===== src/rtl/event_pkg.sv =====
// Shared event-path types: FSM state encoding, default field widths and
// the packed event record used by the deserialiser, this filter and the buffer.
package event_pkg;

   localparam int XW_DEF = 8;
   localparam int YW_DEF = 8;
   localparam int TW_DEF = 16;
   localparam int PW_DEF = 1;

   typedef enum logic [1:0] {
      IDLE  = 2'd0,
      ARMED = 2'd1,
      EMIT  = 2'd2
   } state_t;

   typedef struct packed {
      logic [XW_DEF-1:0] x;
      logic [YW_DEF-1:0] y;
      logic [TW_DEF-1:0] t;
      logic [PW_DEF-1:0] p;
   } event_t;

endpackage


===== src/rtl/event_persistence_filter_if.sv =====
// Valid/ready event stream bundle: input side from the deserialiser,
// output side towards the event buffer. slave = filter, master = its peers.
interface event_persistence_filter_if
   import event_pkg::*;
#(
   parameter int XW = XW_DEF,
   parameter int YW = YW_DEF,
   parameter int TW = TW_DEF,
   parameter int PW = PW_DEF
);
   logic          in_valid;
   logic          in_ready;
   logic [XW-1:0] in_x;
   logic [YW-1:0] in_y;
   logic [TW-1:0] in_t;
   logic [PW-1:0] in_p;

   logic          out_valid;
   logic          out_ready;
   logic [XW-1:0] out_x;
   logic [YW-1:0] out_y;
   logic [TW-1:0] out_t;
   logic [PW-1:0] out_p;

   modport slave (
      input  in_valid, in_x, in_y, in_t, in_p,
      output in_ready,
      output out_valid, out_x, out_y, out_t, out_p,
      input  out_ready
   );

   modport master (
      output in_valid, in_x, in_y, in_t, in_p,
      input  in_ready,
      input  out_valid, out_x, out_y, out_t, out_p,
      output out_ready
   );
endinterface


===== src/rtl/event_window_cmp.sv =====
// Combinational match test of an incoming event against the held candidate:
// wrap-around time distance within the window, and equal polarity.
module event_window_cmp #(
   parameter int TW = 16,
   parameter int PW = 1
) (
   input  logic [TW-1:0] i_cand_t,
   input  logic [TW-1:0] i_in_t,
   input  logic [TW-1:0] i_window,
   input  logic [PW-1:0] i_cand_p,
   input  logic [PW-1:0] i_in_p,
   output logic          o_window_ok,
   output logic          o_pol_match
);
   logic [TW-1:0] w_dt;

   // Modulo 2^TW subtraction so a timestamp rollover still yields a small dt.
   assign w_dt        = i_in_t - i_cand_t;
   assign o_window_ok = (w_dt <= i_window);
   assign o_pol_match = (i_in_p == i_cand_p);
endmodule


===== src/rtl/event_persistence_filter.sv =====
// DVS persistence filter: holds one candidate event and forwards it once
// cfg_count same-polarity events arrive within cfg_window ticks of it.
module event_persistence_filter
   import event_pkg::*;
#(
   parameter int XW  = XW_DEF,
   parameter int YW  = YW_DEF,
   parameter int TW  = TW_DEF,
   parameter int PW  = PW_DEF,
   parameter int CW  = 4,
   parameter int DCW = 16
) (
   input  logic                clk,
   input  logic                rst_n,
   event_persistence_filter_if.slave bus,
   input  logic [CW-1:0]       cfg_count,
   input  logic [TW-1:0]       cfg_window,
   input  logic                cfg_bypass,
   output logic [DCW-1:0]      drop_count
);
   state_t         r_state;
   logic [XW-1:0]  r_cand_x, r_out_x;
   logic [YW-1:0]  r_cand_y, r_out_y;
   logic [TW-1:0]  r_cand_t, r_out_t;
   logic [PW-1:0]  r_cand_p, r_out_p;
   logic [CW-1:0]  r_cnt;
   logic [DCW-1:0] r_drop;
   logic           r_out_valid;

   logic           w_in_ready;
   logic           w_accept;
   logic           w_out_hs;
   logic           w_window_ok;
   logic           w_pol_match;
   logic [CW:0]    w_cnt_inc;
   logic           w_confirm_done;

   event_window_cmp #(
      .TW (TW),
      .PW (PW)
   ) u_cmp (
      .i_cand_t    (r_cand_t),
      .i_in_t      (bus.in_t),
      .i_window    (cfg_window),
      .i_cand_p    (r_cand_p),
      .i_in_p      (bus.in_p),
      .o_window_ok (w_window_ok),
      .o_pol_match (w_pol_match)
   );

   // Ready depends only on state and bypass so upstream never sees a loop through in_valid.
   assign w_in_ready     = (r_state == IDLE) || ((r_state == ARMED) && !cfg_bypass);
   assign w_accept       = bus.in_valid && w_in_ready;
   assign w_out_hs       = r_out_valid && bus.out_ready;
   // One extra bit keeps the increment from wrapping if the threshold is raised mid-run.
   assign w_cnt_inc      = {1'b0, r_cnt} + (CW+1)'(1);
   assign w_confirm_done = (w_cnt_inc >= {1'b0, cfg_count});

   assign bus.in_ready  = w_in_ready;
   assign bus.out_valid = r_out_valid;
   assign bus.out_x     = r_out_x;
   assign bus.out_y     = r_out_y;
   assign bus.out_t     = r_out_t;
   assign bus.out_p     = r_out_p;
   assign drop_count    = r_drop;

   // Filter FSM with candidate, confirm counter, drop counter and registered outputs.
   always_ff @(posedge clk) begin
      if (!rst_n) begin
         r_state     <= IDLE;
         r_cand_x    <= '0;
         r_cand_y    <= '0;
         r_cand_t    <= '0;
         r_cand_p    <= '0;
         r_out_x     <= '0;
         r_out_y     <= '0;
         r_out_t     <= '0;
         r_out_p     <= '0;
         r_out_valid <= 1'b0;
         r_cnt       <= '0;
         r_drop      <= '0;
      end else begin
         case (r_state)
            IDLE: begin
               if (w_accept) begin
                  r_cand_x <= bus.in_x;
                  r_cand_y <= bus.in_y;
                  r_cand_t <= bus.in_t;
                  r_cand_p <= bus.in_p;
                  r_cnt    <= '0;
                  if (cfg_bypass || (cfg_count == '0)) begin
                     r_out_x     <= bus.in_x;
                     r_out_y     <= bus.in_y;
                     r_out_t     <= bus.in_t;
                     r_out_p     <= bus.in_p;
                     r_out_valid <= 1'b1;
                     r_state     <= EMIT;
                  end else begin
                     r_state <= ARMED;
                  end
               end
            end
            ARMED: begin
               if (cfg_bypass) begin
                  r_out_x     <= r_cand_x;
                  r_out_y     <= r_cand_y;
                  r_out_t     <= r_cand_t;
                  r_out_p     <= r_cand_p;
                  r_out_valid <= 1'b1;
                  r_state     <= EMIT;
               end else if (w_accept) begin
                  if (!w_window_ok || !w_pol_match) begin
                     if (r_drop != '1) begin
                        r_drop <= r_drop + DCW'(1);
                     end
                     r_cand_x <= bus.in_x;
                     r_cand_y <= bus.in_y;
                     r_cand_t <= bus.in_t;
                     r_cand_p <= bus.in_p;
                     r_cnt    <= '0;
                  end else begin
                     r_cnt <= w_cnt_inc[CW-1:0];
                     if (w_confirm_done) begin
                        r_out_x     <= r_cand_x;
                        r_out_y     <= r_cand_y;
                        r_out_t     <= r_cand_t;
                        r_out_p     <= r_cand_p;
                        r_out_valid <= 1'b1;
                        r_state     <= EMIT;
                     end
                  end
               end
            end
            EMIT: begin
               if (w_out_hs) begin
                  r_out_valid <= 1'b0;
                  r_cnt       <= '0;
                  r_state     <= IDLE;
               end
            end
            default: begin
               r_out_valid <= 1'b0;
               r_state     <= IDLE;
            end
         endcase
      end
   end
endmodule

===== src/flat_wrapper.sv =====
// flat-port wrapper written by rule: the top's interface ports become plain ports
module event_persistence_filter_flat import event_pkg::*;
#(
   parameter int XW  = XW_DEF,
   parameter int YW  = YW_DEF,
   parameter int TW  = TW_DEF,
   parameter int PW  = PW_DEF,
   parameter int CW  = 4,
   parameter int DCW = 16
)
  (clk, rst_n, cfg_count, cfg_window, cfg_bypass, drop_count, bus_in_valid, bus_in_x, bus_in_y, bus_in_t, bus_in_p, bus_in_ready, bus_out_valid, bus_out_x, bus_out_y, bus_out_t, bus_out_p, bus_out_ready);
  event_persistence_filter_if #(.XW(XW), .YW(YW), .TW(TW), .PW(PW)) bus_i ();
  input  logic clk;
  input  logic rst_n;
  input  logic [CW-1:0] cfg_count;
  input  logic [TW-1:0] cfg_window;
  input  logic cfg_bypass;
  output logic [DCW-1:0] drop_count;
  input wire logic [$bits(bus_i.in_valid)-1:0] bus_in_valid;
  input wire logic [$bits(bus_i.in_x)-1:0] bus_in_x;
  input wire logic [$bits(bus_i.in_y)-1:0] bus_in_y;
  input wire logic [$bits(bus_i.in_t)-1:0] bus_in_t;
  input wire logic [$bits(bus_i.in_p)-1:0] bus_in_p;
  output wire logic [$bits(bus_i.in_ready)-1:0] bus_in_ready;
  output wire logic [$bits(bus_i.out_valid)-1:0] bus_out_valid;
  output wire logic [$bits(bus_i.out_x)-1:0] bus_out_x;
  output wire logic [$bits(bus_i.out_y)-1:0] bus_out_y;
  output wire logic [$bits(bus_i.out_t)-1:0] bus_out_t;
  output wire logic [$bits(bus_i.out_p)-1:0] bus_out_p;
  input wire logic [$bits(bus_i.out_ready)-1:0] bus_out_ready;
  assign bus_i.in_valid = bus_in_valid;
  assign bus_i.in_x = bus_in_x;
  assign bus_i.in_y = bus_in_y;
  assign bus_i.in_t = bus_in_t;
  assign bus_i.in_p = bus_in_p;
  assign bus_in_ready = bus_i.in_ready;
  assign bus_out_valid = bus_i.out_valid;
  assign bus_out_x = bus_i.out_x;
  assign bus_out_y = bus_i.out_y;
  assign bus_out_t = bus_i.out_t;
  assign bus_out_p = bus_i.out_p;
  assign bus_i.out_ready = bus_out_ready;
  event_persistence_filter #(.XW(XW), .YW(YW), .TW(TW), .PW(PW), .CW(CW), .DCW(DCW)) u_core (.clk(clk), .rst_n(rst_n), .bus(bus_i), .cfg_count(cfg_count), .cfg_window(cfg_window), .cfg_bypass(cfg_bypass), .drop_count(drop_count));
endmodule

===== config.mk =====
export PLATFORM = sky130hd
export DESIGN_NAME = event_persistence_filter_flat
export DESIGN_NICKNAME = d
export VERILOG_FILES = /design/src/rtl/event_pkg.sv /design/src/rtl/event_persistence_filter_if.sv /design/src/rtl/event_window_cmp.sv /design/src/rtl/event_persistence_filter.sv /design/src/flat_wrapper.sv
export SDC_FILE = /design/constraint.sdc
export NUM_CORES = 1
export LEC_CHECK = 0
export ABC_AREA = 1
export BUFFER_PORTS_ARGS = -buffer_cell sky130_fd_sc_hd__clkbuf_2
export CAP_MARGIN = 5
export CORE_ASPECT_RATIO = 1.1
export CORE_MARGIN = 2
export CORE_UTILIZATION = 45
export CTS_CLUSTER_DIAMETER = 150
export CTS_CLUSTER_SIZE = 16
export DETAILED_ROUTE_END_ITERATION = 10
export MAX_ROUTING_LAYER = met4
export PLACE_DENSITY = 0.7
export SYNTH_ARGS = -nofsm -noshare
export SYNTH_HDL_FRONTEND = slang
export SYNTH_SLANG_ARGS = --single-unit

===== constraint.sdc =====
create_clock -name clk -period 4.37 [get_ports clk]
set_clock_uncertainty 0.1 [all_clocks]
set_input_delay 0.2185 -clock clk [delete_from_list [all_inputs] [get_ports clk]]
set_output_delay 0.2185 -clock clk [all_outputs]
set_load 0.02 [all_outputs]

# Word level (Yosys, flattened, before mapping)
# Cells that the tools add are included.
dict set report totals {
  register_bits 89
  in_bits 58
  output_inout_bits 51
  word_cells 120
}
dict set report op_classes {
  add_sub_neg 3
  order_cmp 2
  eq_ne 13
  muxes 70
  n_bitwise 1
  reduce_logical 19
}
# op count
set ops {}
lappend ops {{2-to-1 mux 16 bit} 10}
lappend ops {{2-to-1 mux 8 bit} 20}
lappend ops {{case mux 16 bit (2 select lines)} 2}
lappend ops {{case mux 8 bit (2 select lines)} 4}
lappend ops {{2-to-1 mux 4 bit} 5}
lappend ops {{AND reduction 5 bit} 4}
lappend ops {{2-to-1 mux 1 bit} 17}
lappend ops {{adder 16 x 1 -> 16 bit, second input constant} 1}
lappend ops {{<= comparator 16 bit} 1}
lappend ops {{!= test 16 bit, second input constant} 1}
lappend ops {{subtractor 16 bit} 1}
lappend ops {{2-to-1 mux 2 bit} 7}
lappend ops {{case mux 4 bit (3 select lines)} 1}
lappend ops {{AND reduction 6 bit} 2}
lappend ops {{!= test 2 x 1 -> 1 bit, second input constant} 3}
lappend ops {{!= test 2 bit, second input constant} 3}
lappend ops {{!= test 3 x 2 -> 1 bit, second input constant} 2}
lappend ops {{case mux 2 bit (3 select lines)} 1}
lappend ops {{adder 4 x 1 -> 5 bit, second input constant} 1}
lappend ops {{greater-or-equal comparator 5 x 4 -> 1 bit} 1}
lappend ops {{logical NOT 4 bit} 1}
lappend ops {{case mux 1 bit (2 select lines)} 2}
lappend ops {{logical AND 1 bit} 3}
lappend ops {{logical NOT 1 bit} 3}
lappend ops {{10 further kinds} 12}

# Depth between registers and ports, before layout
# Gate-level depths: netlist of the first run.
dict set report logic_depth {
  depth_word 8
  mapped_depth 23
}

# Hierarchy
# A second synthesis of the first run with hierarchy kept.
dict set report unflattened {
  cells_unflattened 909
  hier_area_um2 5660.4
}
# mod n_inst cells_each area_per_inst_um2 seq_area_each_um2
set modules_own_cells {}
lappend modules_own_cells {event_persistence_filter 1 644 4266.6 1781.7}
lappend modules_own_cells {event_window_cmp 1 265 1393.8 0.0}

# Worst setup path before layout of the first run
# OpenSTA, ideal clock, no wires.
dict set report synth_timing {
  path_type {flip-flop to flip-flop}
  from {reg u_core.r_cand_t[0]}
  to {reg u_core.r_out_t[12] (netlist: u_core.bus.out_t[12])}
  arrival_time_ns 2.973
  required_ns 4.157
  path_slack_ns 1.184
  stages_incl_launch_ff 22
  n_path_buf 2
  period_less_slack_ns 3.186
  path_cell_list {dfxtp_1 > ha_1 > fa_1 > inv_1 > a21oi_1 > o21ai_0 > a21oi_1 > xnor2_1 > ha_1 > nand2_1 > inv_2 > nand3_1 > nor3_2 > nand3_1 > nand2_2 > nand2_2 > nand2_2 > nand3_2 > buf_6 > buf_6 > nor2_1 > nor2_1}
}
dict set report synth_between {
  elab_chain_len 6
}
# element line_no
set synth_lines {}
lappend synth_lines {{from (decl)} event_persistence_filter.sv:24} ;# logic [TW-1:0] r_cand_t, r_out_t;
lappend synth_lines {{from (signal assigned)} event_persistence_filter.sv:88} ;# r_cand_t <= bus.in_t;
lappend synth_lines {{from (signal assigned)} event_persistence_filter.sv:118} ;# r_cand_t <= bus.in_t;
lappend synth_lines {{subtractor 16 bit} event_window_cmp.sv:18} ;# assign w_dt = i_in_t - i_cand_t;
lappend synth_lines {{<= comparator 16 bit} event_window_cmp.sv:19} ;# assign o_window_ok = (w_dt <= i_window);
lappend synth_lines {{logical NOT 1 bit} event_persistence_filter.sv:112} ;# if (!w_window_ok || !w_pol_match) begin
lappend synth_lines {{logical OR 1 bit} event_persistence_filter.sv:112}
lappend synth_lines {{!= test 3 bit (no line)} -}
lappend synth_lines {{AND reduction 6 bit (no line)} -}
lappend synth_lines {{to (signal assigned)} event_persistence_filter.sv:94} ;# r_out_t <= bus.in_t;
lappend synth_lines {{to (signal assigned)} event_persistence_filter.sv:107} ;# r_out_t <= r_cand_t;
lappend synth_lines {{to (signal assigned)} event_persistence_filter.sv:126} ;# r_out_t <= r_cand_t;
lappend synth_lines {{to (decl)} event_persistence_filter.sv:24}
# No other way between the ends.
# A chain may end at the register's enable or synchronous reset.

# Worst setup path in the final report of the first run
dict set report layout_timing {
  from {reg u_core.r_cand_t[2]}
  to {reg u_core.r_out_t[10] (netlist: u_core.bus.out_t[10])}
}
# The elaborated chain is that of the path after synthesis.

==> summary.md, run 1 <==
| Metric | Value |
|---|---|
| CTS tree | yes |
| Vias | 5551 |
| RSZ-0062 raised after global routing | no |
| Final HPWL DP | slightly below 10000 um |
| Die X | roughly 110 um |
| Clock Path Buffers | 2 |
| Port Buffers | between 100 and 150 |
| Antenna violations before repair | 0 |
| Final hold vios | 0 |
| Number of CTS-inserted buffers | 9 |
| Initial Util | a little under half |
| Max-Cap Viols | 0 |
| Gr usage total | ~22% |
| Remaining DRCs | 0 |
| Setup Total Neg Slack | 0 ps |
| First-pass GRT wire length | between 20000 and 25000 um |
| Drt via density | ~5 |
| Peak supply drop | approximately 430 uV |
| Wirelength, routed | 13900 um |
| Post-CTS setup buffer count | 0 |
| Initial drt markers | 362 |
| DR WL/cell | between 10 and 15 um |
| CP Capture Type | register |
| Root Buffer | clkbuf_16 |
| P&R area growth vs syn | 17.0% |
| Htree depth | 3 |
| Mapped Area | approximately 0.0056 mm2 |
| Crit start category | register |
| I/O Pins | around 110 |
| Rel. slew slack | a little under half |
| Antenna Cells | 0 |
| Die height | roughly 120 um |
| Nets | 1043 |
| Fmax | approximately 270 MHz |
| Setup ws final | 614 ps |
| Number of distinct library cells after synthesis | 33 |
| Worst-Margin Slew | 787 ps |
| Fin crit period | approximately 3800 ps |
| Core Box Area | 0.0121 mm2 |
| Final period util | about 86% |
| Critical Path Fanout Max | 67 |
| Synth warn | 0 |
| Leakage | 0.00322 uW |
| Mapped Cells | about 860 |
| CP Data Arrival Time | 3890 ps |
| Largest net degree at the start of global routing | slightly below 70 |
| Remaining antenna violation count | 0 |
| 1st-pass router iterations | 5 |
| PwrDens | between 500 and 600 mW/mm2 |
| Synthesized area per cell | 6.54 um2 |
| Final setup violating endpoints | 0 |
| Critical path class | register to register |
| Setup WS pre-CTS | 573 ps |
| Register area share after synthesis | 31.9% |
| FF+latch count, synth | between 80 and 90 |
| Max Slew Vio Count | 0 |
| CP Data Required Time | around 4500 ps |
| Status | finished, final reports clean |
| CTS sink count | 89 |
| Placement row count | 42 |
| Clk_lat worst skew | between 300 and 400 ps |
| Share of cells above drive strength 1 | ~16% |
| Vias in the first global route | 5095 |
| Power, Total | just under 4000 uW |
| Post-cts sizing count | 0 |
| Syn Nets | approximately 950 |
| Placer Congestion | roughly 0.87 |
| CTS Hold Bufs | 0 |
| Hold Path Class | input pin to register |
| Clock transition at path regs | roughly 70 ps |
| Full die area | between 0.01 and 0.015 mm2 |
| Total gr overflow | 0 |
-- cells by family (layout without fill, tap and decap cells) --
family,after synthesis,after routing,synth area share [%]
simple gates,435,435,33.1
buf+inv,149,246,10.9
compound gates,114,114,10.8
flops,89,89,31.9
fa+ha+maj,38,38,8.64
xor+xnor,30,30,4.70
-- critical path, cell delays in order, from the launching register on --
cell     delay [ps]
dfxtp_1         340
inv_1            60
ha_1            330
a21oi_1         200
o21ai_0         210
nand3_1         120
nand3_1         150
nand2_1         100
nand3_1          80
xor2_1          150
ha_1            300
nand2_1         110
nor3_2          220
nand2_1          70
nand2_1          70
nand2_2          70
nand2_2         280
nand2_2         100
nand3_2         100
buf_12          270
nand2_1          90
nand2_1          70
nor2_1           40
-- worst paths after layout --
check                                  start                                 to  slack (ps)  cells past startpoint
max          u_core.r_cand_t[2]$_SDFFE_PN0P_  u_core.bus.out_t[10]$_SDFFE_PN0P_         610                     22
min                              bus_in_y[1]    u_core.r_cand_y[1]$_SDFFE_PN0P_          50                      3
max reg2reg  u_core.r_cand_t[2]$_SDFFE_PN0P_  u_core.bus.out_t[10]$_SDFFE_PN0P_         610                     22
min reg2reg  u_core.r_cand_t[8]$_SDFFE_PN0P_    u_core.r_cand_t[8]$_SDFFE_PN0P_         360                      2
-- per-stage QoR --
step,util [%],cell area [um2],std cells,hold WS (ps)
after floorplan,-,5590,855,284
after global placement,51.6,6230,1090,347
after detailed placement,51.6,6230,1090,352
after CTS,54.2,6550,1106,41.3
after global routing,54.2,6550,1106,60.2
final,54.2,6550,1106,46.8
-- final cells by class --
type                    instances  area [um2]
inverters                     113         424
well taps                     154         193
repair buffers                117         633
fillers                      1253        5540
flip-flops and latches         89        1780
clock buffers                  11         233
clock inverters                 5        80.1
multi-input cells             617        3200
-- where the power goes --
part | internal [uW] | switching (uW) | total, uW
registers | 1030 | 139 | 1170
clock network | 501 | 321 | 822
logic | 621 | 1230 | 1850
-- flip-flops by register name, indices dropped and copies added, names as in the netlist, 2 cells and up --
| register | flops |
|---|---|
| u_core.bus.out_t | 16 |
| u_core.drop_count | 16 |
| u_core.r_cand_t | 16 |
| u_core.bus.out_x | 8 |
| u_core.bus.out_y | 8 |
| u_core.r_cand_x | 8 |
| u_core.r_cand_y | 8 |
| u_core.r_cnt | 4 |
| u_core.r_state | 2 |
-- synthesized netlist by cell type, drive strengths merged --
master,instances,area [um2]
o21ai,29,145
clkinv,2,7.51
nand2,248,941
a21o,2,15.0
nand3,60,320
fa,1,20.0
xnor2,11,96.3
ha,37,463
buf,17,115
inv,111,417
a31oi,2,12.5
o2111ai,1,8.76
o21a,2,15.0
a41oi,1,16.3
dfxtp,89,1780
nor3,10,65.1
nor2,92,369
a21oi,75,375
clkbuf,19,71.3
a211oi,1,7.51
nand4,21,131
nor4,4,25.0
o31ai,1,7.51
xor2,19,166
-- metal layers --
metal,up-vias,GRT usage [%],routed length [um]
li1,2897,-,-
met1,2503,26.4,6310
met2,138,37.5,6780
met3,13,3.76,649
met4,0,5.31,175
met5,-,-,0
-- placed cells by master, fill, tap and decap left out, types with 3 or more instances in the layout --
cell / netlist / layout
a21oi_1: 75 / 75
buf_4: 0 / 7
clkbuf_16: 0 / 9
clkbuf_2: 0 / 108
dfxtp_1: 89 / 89
ha_1: 37 / 37
inv_1: 108 / 108
inv_2: 3 / 3
nand2_1: 244 / 244
nand2_2: 4 / 4
nand3_1: 56 / 56
nand3_2: 4 / 4
nand4_1: 21 / 21
nor2_1: 90 / 90
nor3_1: 7 / 7
nor3_2: 3 / 3
nor4_1: 4 / 4
o21ai_0: 28 / 28
xnor2_1: 11 / 11
xor2_1: 19 / 19
Note: power is estimated with default switching activity, not from simulation.
==> run 2, diff against run 1 <==
--- a/config.mk
+++ b/config.mk
@@ -6,7 +6,6 @@
 export NUM_CORES = 1
 export LEC_CHECK = 0
 export ABC_AREA = 1
-export BUFFER_PORTS_ARGS = -buffer_cell sky130_fd_sc_hd__clkbuf_2
 export CAP_MARGIN = 5
 export CORE_ASPECT_RATIO = 1.1
 export CORE_MARGIN = 2
@@ -14,8 +13,9 @@
 export CTS_CLUSTER_DIAMETER = 150
 export CTS_CLUSTER_SIZE = 16
 export DETAILED_ROUTE_END_ITERATION = 10
+export DONT_BUFFER_PORTS = 1
 export MAX_ROUTING_LAYER = met4
-export PLACE_DENSITY = 0.7
+export PLACE_DENSITY = 0.63
 export SYNTH_ARGS = -nofsm -noshare
 export SYNTH_HDL_FRONTEND = slang
 export SYNTH_SLANG_ARGS = --single-unit
==> summary.md, run 2 (same netlist as run 1, synthesis figures left out) <==
| Metric | Value |
|---|---|
| Status | finished, final reports clean |
| Port Buffers | 0 (-100%) |
| Crit. Startpoint | u_core.r_cand_t[5]$_SDFFE_PN0P_ |
| Max Slew Vio Count | 0 (unchanged) |
| Worst Hold Launch | bus_in_p |
| Worst-Margin Slew | 1130 ps (+343 ps) |
| Remaining antenna violation count | 0 (unchanged) |
| CTS tree | yes |
| Die height | 121 um (unchanged) |
| Largest net degree at the start of global routing | 68 (unchanged) |
| Final hold vios | 0 (unchanged) |
| Multi-input gate area | 0.00320 mm2 (unchanged) |
| Most frequent cells in the layout | 244 x nand2_1, 108 x inv_1, 90 x nor2_1, 89 x dfxtp_1, 75 x a21oi_1 |
| Root Buffer | clkbuf_16 |
| Clock transition at path regs | 60 ps (about the same) |
| Final setup violating endpoints | 0 (unchanged) |
| Max-Cap Viols | 0 (unchanged) |
| Full die area | 0.0133 mm2 (unchanged) |
| Final HPWL DP | 10200 um (+2.7%) |
| Drt via density | 5.24 (+4.3%) |
| DR WL/cell | 14.5 um (+15%) |
| Critical Path Fanout Max | 33 (-51%) |
| Rel. slew slack | 24.2% (-23 points) |
| Fmax | 266 MHz (-0.25%) |
| Core Box Area | 0.0121 mm2 (unchanged) |
| Fillers | 1227 (-2.1%) |
| CP Capture Type | register |
| CTS sink count | 89 (unchanged) |
| Max incr delay on CP | 540 ps (+200 ps) |
| Remaining DRCs | 0 (unchanged) |
| Gr usage total | 23.6% (+1.8 points) |
| Fin cells | 1026 (-7.2%) |
| P&R area growth vs syn | 12.2% |
| Hold Path Class | input pin to register |
| Leakage | 0.00286 uW (-11%) |
| Register Area | 0.00178 mm2 (unchanged) |
| Antenna violations before repair | 0 (unchanged) |
| Placer Congestion | 0.930 (+6.5%) |
| CP Data Required Time | 4540 ps (+40 ps) |
| First-pass GRT wire length | 24000 um (+4.9%) |
| Initial drt markers | 316 (-13%) |
| Critical path class | register to register |
| Peak supply drop | 306 uV (-29%) |
| Die X | 110 um (unchanged) |
| Worst hold slack | 8.54 ps (-38.3 ps) |
| Final period util | 86.2% (+0.22 points) |
| Initial Util | 46.3% (unchanged) |
| Crit path cell chain | inv_1 > ha_1 > a21oi_1 > o21ai_0 > a21oi_1 > o21ai_0 > a21oi_1 > xnor2_1 > ha_1 > nand2_1 > inv_2 > nand2_1 > nand2_1 > a21oi_1 > nand2_1 > nand2_2 > nand3_2 > nand2_2 > nand2_1 > a21oi_1 |
| Setup Total Neg Slack | 0 ps (unchanged) |
| Number of CTS-inserted buffers | 9 (unchanged) |
| Post-CTS setup buffer count | 0 (unchanged) |
| Vias in the first global route | 5157 (+1.2%) |
| Share of cells above drive strength 1 | 4.01% (-12 points) |
| Htree depth | 3 (unchanged) |
| Fin crit period | 3770 ps (+9.40 ps) |
| Crit start category | register |
| RSZ-0062 raised after global routing | no |
| CP Data Arrival Time | 3930 ps (+40 ps) |
| Total gr overflow | 0 (unchanged) |
| Antenna Cells | 0 (unchanged) |
| Nets | 965 (-7.5%) |
| Clock Path Buffers | 2 (unchanged) |
| Wirelength, routed | 14900 um (+7.0%) |
| FF-to-FF Start | u_core.r_cand_t[5]$_SDFFE_PN0P_ |
| Critical Path Slowest Stage Cell | nand2_2 |
| PwrDens | 582 mW/mm2 (-0.97%) |
| Placed insts | 978 (-10%) |
| Commonest non-fill, non-tap cell in the layout | nand2_1 |
| Placement row count | 42 (unchanged) |
| Clk_lat worst skew | 340 ps (about the same) |
| Vias | 5372 (-3.2%) |
| 1st-pass router iterations | 5 (unchanged) |
| I/O Pins | 109 (unchanged) |
## run 2: metrics by stage
| step | util, % | area [um2] | worst slack, ps | power, uW |
|---|---|---|---|---|
| after CTS | 51.9 | 6280 | 609 | 3670 |
| after floorplan | - | 5590 | 1180 | 2580 |
| after global routing | 51.9 | 6280 | 237 | 3970 |
| after detailed placement | 46.7 | 5650 | 623 | 2860 |
| final | 51.9 | 6280 | 604 | 3650 |
| after global placement | 46.7 | 5650 | 749 | 2820 |
## run 2: final timing paths
kind                                 endpoint  cells after the start  slack [ps]
max          u_core.r_cand_t[13]$_SDFFE_PN0P_                     20         600
max reg2reg  u_core.r_cand_t[13]$_SDFFE_PN0P_                     20         600
min             u_core.bus.out_p$_SDFFE_PN0P_                      4           9
min reg2reg   u_core.r_cand_y[6]$_SDFFE_PN0P_                      2         360
## run 2: repair_timing
item,CTS,global route
resized for setup,0,0
hold endpoints to repair,70,0
endpoints found under the setup margin,0,0
hold buffers,34,0
## run 2: metal layers
metal / track usage, % / share of wire (%) / vias to the layer above
met5: - / 0 / -
met4: 8.05 / 2.4 / 0
li1: - / - / 2750
met2: 40.0 / 49 / 155
met1: 27.0 / 41 / 2437
met3: 5.85 / 6.9 / 30
## run 2: area by class of cell
cell class | count | share of cell area, %
Clock buffer | 11 | 3.71
Clock inverter | 3 | 0.698
Inverter | 113 | 6.76
Multi-Input combinational cell | 617 | 51.0
Sequential cell | 89 | 28.4
Tap cell | 154 | 3.07
Timing Repair Buffer | 39 | 6.38
## run 2: worst max-delay path, delay by kind of cell (launching register included)
family / cells / cell delay [ps]
buffers and inverters: 2 / 100
DFF: 1 / 330
and+or+nand+nor: 8 / 1050
adders and majority gates: 2 / 580
AOI/OAI and AO/OA: 7 / 1360
xor gates and xnor gates: 1 / 160
## run 2: where the power goes
group	switching (uW)	total, uW	internal, uW	leakage (uW)
Clock	329	767	438	0.000135
Combinational	989	1500	512	0.00200
Sequential	351	1390	1030	0.000730
Total	1670	3650	1980	0.00286
==> run 3, diff against run 2 <==
--- a/config.mk
+++ b/config.mk
@@ -14,8 +14,7 @@
 export CTS_CLUSTER_SIZE = 16
 export DETAILED_ROUTE_END_ITERATION = 10
 export DONT_BUFFER_PORTS = 1
-export MAX_ROUTING_LAYER = met4
-export PLACE_DENSITY = 0.63
+export PLACE_DENSITY_LB_ADDON = 0.3
 export SYNTH_ARGS = -nofsm -noshare
 export SYNTH_HDL_FRONTEND = slang
 export SYNTH_SLANG_ARGS = --single-unit
==> summary.md, run 3 (same netlist as run 1, synthesis figures left out) <==
| Metric | Value |
|---|---|
| Status | finished, final reports clean |
| Setup ws final | 747 ps (+142 ps) |
| Clock Path Buffers | 2 (unchanged) |
| Fin cells | 1029 (+0.29%) |
| Htree depth | 3 (unchanged) |
| DR WL/cell | 14.1 um (-2.7%) |
| Clock transition at path regs | 70 ps (about the same) |
| Core Box Area | 0.0121 mm2 (unchanged) |
| Final hold vios | 0 (unchanged) |
| Antenna Cells | 0 (unchanged) |
| Root Buffer | clkbuf_16 |
| PwrDens | 576 mW/mm2 (-1.1%) |
| Die height | 121 um (unchanged) |
| Commonest non-fill, non-tap cell in the layout | nand2_1 |
| Final setup violating endpoints | 0 (unchanged) |
| Die X | 110 um (unchanged) |
| Initial Util | 46.3% (unchanged) |
| Drt via density | 5.11 (-2.3%) |
| Clk_lat worst skew | 350 ps (about the same) |
| CTS tree | yes |
| Remaining DRCs | 0 (unchanged) |
| Fmax | 276 MHz (+3.9%) |
| Leakage | 0.00287 uW (+0.28%) |
| RSZ-0062 raised after global routing | no |
| First-pass GRT wire length | 23700 um (-1.5%) |
| Total gr overflow | 0 (unchanged) |
| P&R area growth vs syn | 12.7% |
| Worst-Margin Slew | 1120 ps (-8.60 ps) |
| CTS sink count | 89 (unchanged) |
| Wirelength, routed | 14500 um (-2.5%) |
| Most frequent cells in the layout | 244 x nand2_1, 108 x inv_1, 90 x nor2_1, 89 x dfxtp_1, 75 x a21oi_1 |
| Hold Path Class | input pin to register |
| CP Capture Type | register |
| Peak supply drop | 347 uV (+14%) |
| Final period util | 82.9% (-3.3 points) |
| CP Data Arrival Time | 3790 ps (-140 ps) |
| Setup Total Neg Slack | 0 ps (unchanged) |
| Placement row count | 42 (unchanged) |
| Crit start category | register |
| Critical Path Fanout Max | 18 (-45%) |
| 1st-pass router iterations | 5 (unchanged) |
| CP Data Required Time | 4540 ps (about the same) |
| Gr usage total | 22.3% (-1.3 points) |
| Fin crit period | 3620 ps (-142 ps) |
| Nets | 966 (+0.10%) |
| Worst hold slack | 1.08 ps (-7.45 ps) |
| Number of CTS-inserted buffers | 9 (unchanged) |
| Max-Cap Viols | 0 (unchanged) |
| Port Buffers | 0 (unchanged) |
| Vias | 5263 (-2.0%) |
| Critical path class | register to register |
| Placed insts | 979 (+0.10%) |
| Initial drt markers | 391 (+24%) |
| Antenna violations before repair | 0 (unchanged) |
| Full die area | 0.0133 mm2 (unchanged) |
| Setup WS pre-CTS | 727 ps (+104 ps) |
| Remaining antenna violation count | 0 (unchanged) |
| I/O Pins | 109 (unchanged) |
| Placer Congestion | 0.865 (-7.0%) |
| Share of cells above drive strength 1 | 4.46% (+0.44 points) |
| Largest net degree at the start of global routing | 68 (unchanged) |
| Max Slew Vio Count | 0 (unchanged) |
| Vias in the first global route | 5038 (-2.3%) |
| Final HPWL DP | 9680 um (-4.8%) |
| Rel. slew slack | 24.8% (+0.58 points) |
| Post-cts sizing count | 0 (unchanged) |
[run 3: cell count changes in the layout (fill, tap and decap cells not counted), sizes merged]
| cell | previous run | this run |
|---|---|---|
| buf | 6 | 7 |
| inv | 111 | 112 |
| bufinv | 1 | 0 |
| clkinvlp | 0 | 2 |
[run 3: timing repair]
| item | in CTS | in global routing |
|---|---|---|
| endpoints found under the hold margin | 70 | 0 |
| setup buffers | 0 | 0 |
| hold buffers | 34 | 0 |
[run 3: final timing paths]
kind	from	end	slack, ps	cells after the start
min	bus_in_x[1]	u_core.bus.out_x[1]$_SDFFE_PN0P_	1	4
max	u_core.r_cand_t[0]$_SDFFE_PN0P_	u_core.r_cand_t[13]$_SDFFE_PN0P_	750	19
min reg2reg	u_core.r_cand_y[5]$_SDFFE_PN0P_	u_core.r_cand_y[5]$_SDFFE_PN0P_	360	2
max reg2reg	u_core.r_cand_t[0]$_SDFFE_PN0P_	u_core.r_cand_t[13]$_SDFFE_PN0P_	750	19
[run 3: layout make-up]
| type | count | area (um2) |
|---|---|---|
| clock buffer | 11 | 243 |
| clock inverter | 5 | 40.0 |
| fill | 1223 | 5780 |
| inverter | 113 | 424 |
| multi-input combinational | 617 | 3200 |
| sequential | 89 | 1780 |
| tap | 154 | 193 |
| timing repair buffer | 40 | 420 |
[run 3: layer usage]
| layer | up-vias | wire length [um] | GRT usage (%) |
|---|---|---|---|
| met5 | - | 0 | 0 |
| met4 | 0 | 180 | 6.80 |
| met3 | 14 | 1080 | 5.96 |
| met2 | 130 | 7070 | 38.2 |
| met1 | 2366 | 6200 | 26.9 |
| li1 | 2753 | - | - |
[run 3: critical path: stages (launching register included)]
cell and delay (ps):
dfxtp_1 330, ha_1 230, fa_1 460, inv_1 70, a21oi_1 90, o21ai_0 340
a21oi_1 140, xnor2_1 150, ha_1 270, nand2_1 50, inv_2 50, nand3_1 70
nor3_2 140, nand3_1 110, nand2_2 120, nand3_2 80, nand2_2 330, buf_12 220
nand2_1 60, a21oi_1 130
[run 3: metrics by stage]
step | cell area [um2] | util [%] | total power, uW
final | 6300 | 52.1 | 3630
after detailed placement | 5670 | 46.9 | 2870
after global placement | 5670 | 46.9 | 2850
after floorplan | 5590 | - | 2580
after global routing | 6300 | 52.1 | 3950
after CTS | 6300 | 52.1 | 3660
[run 3: report_power, final]
part           internal (uW)  switching (uW)
clock network            405             340
registers               1030             350
logic                    523             977
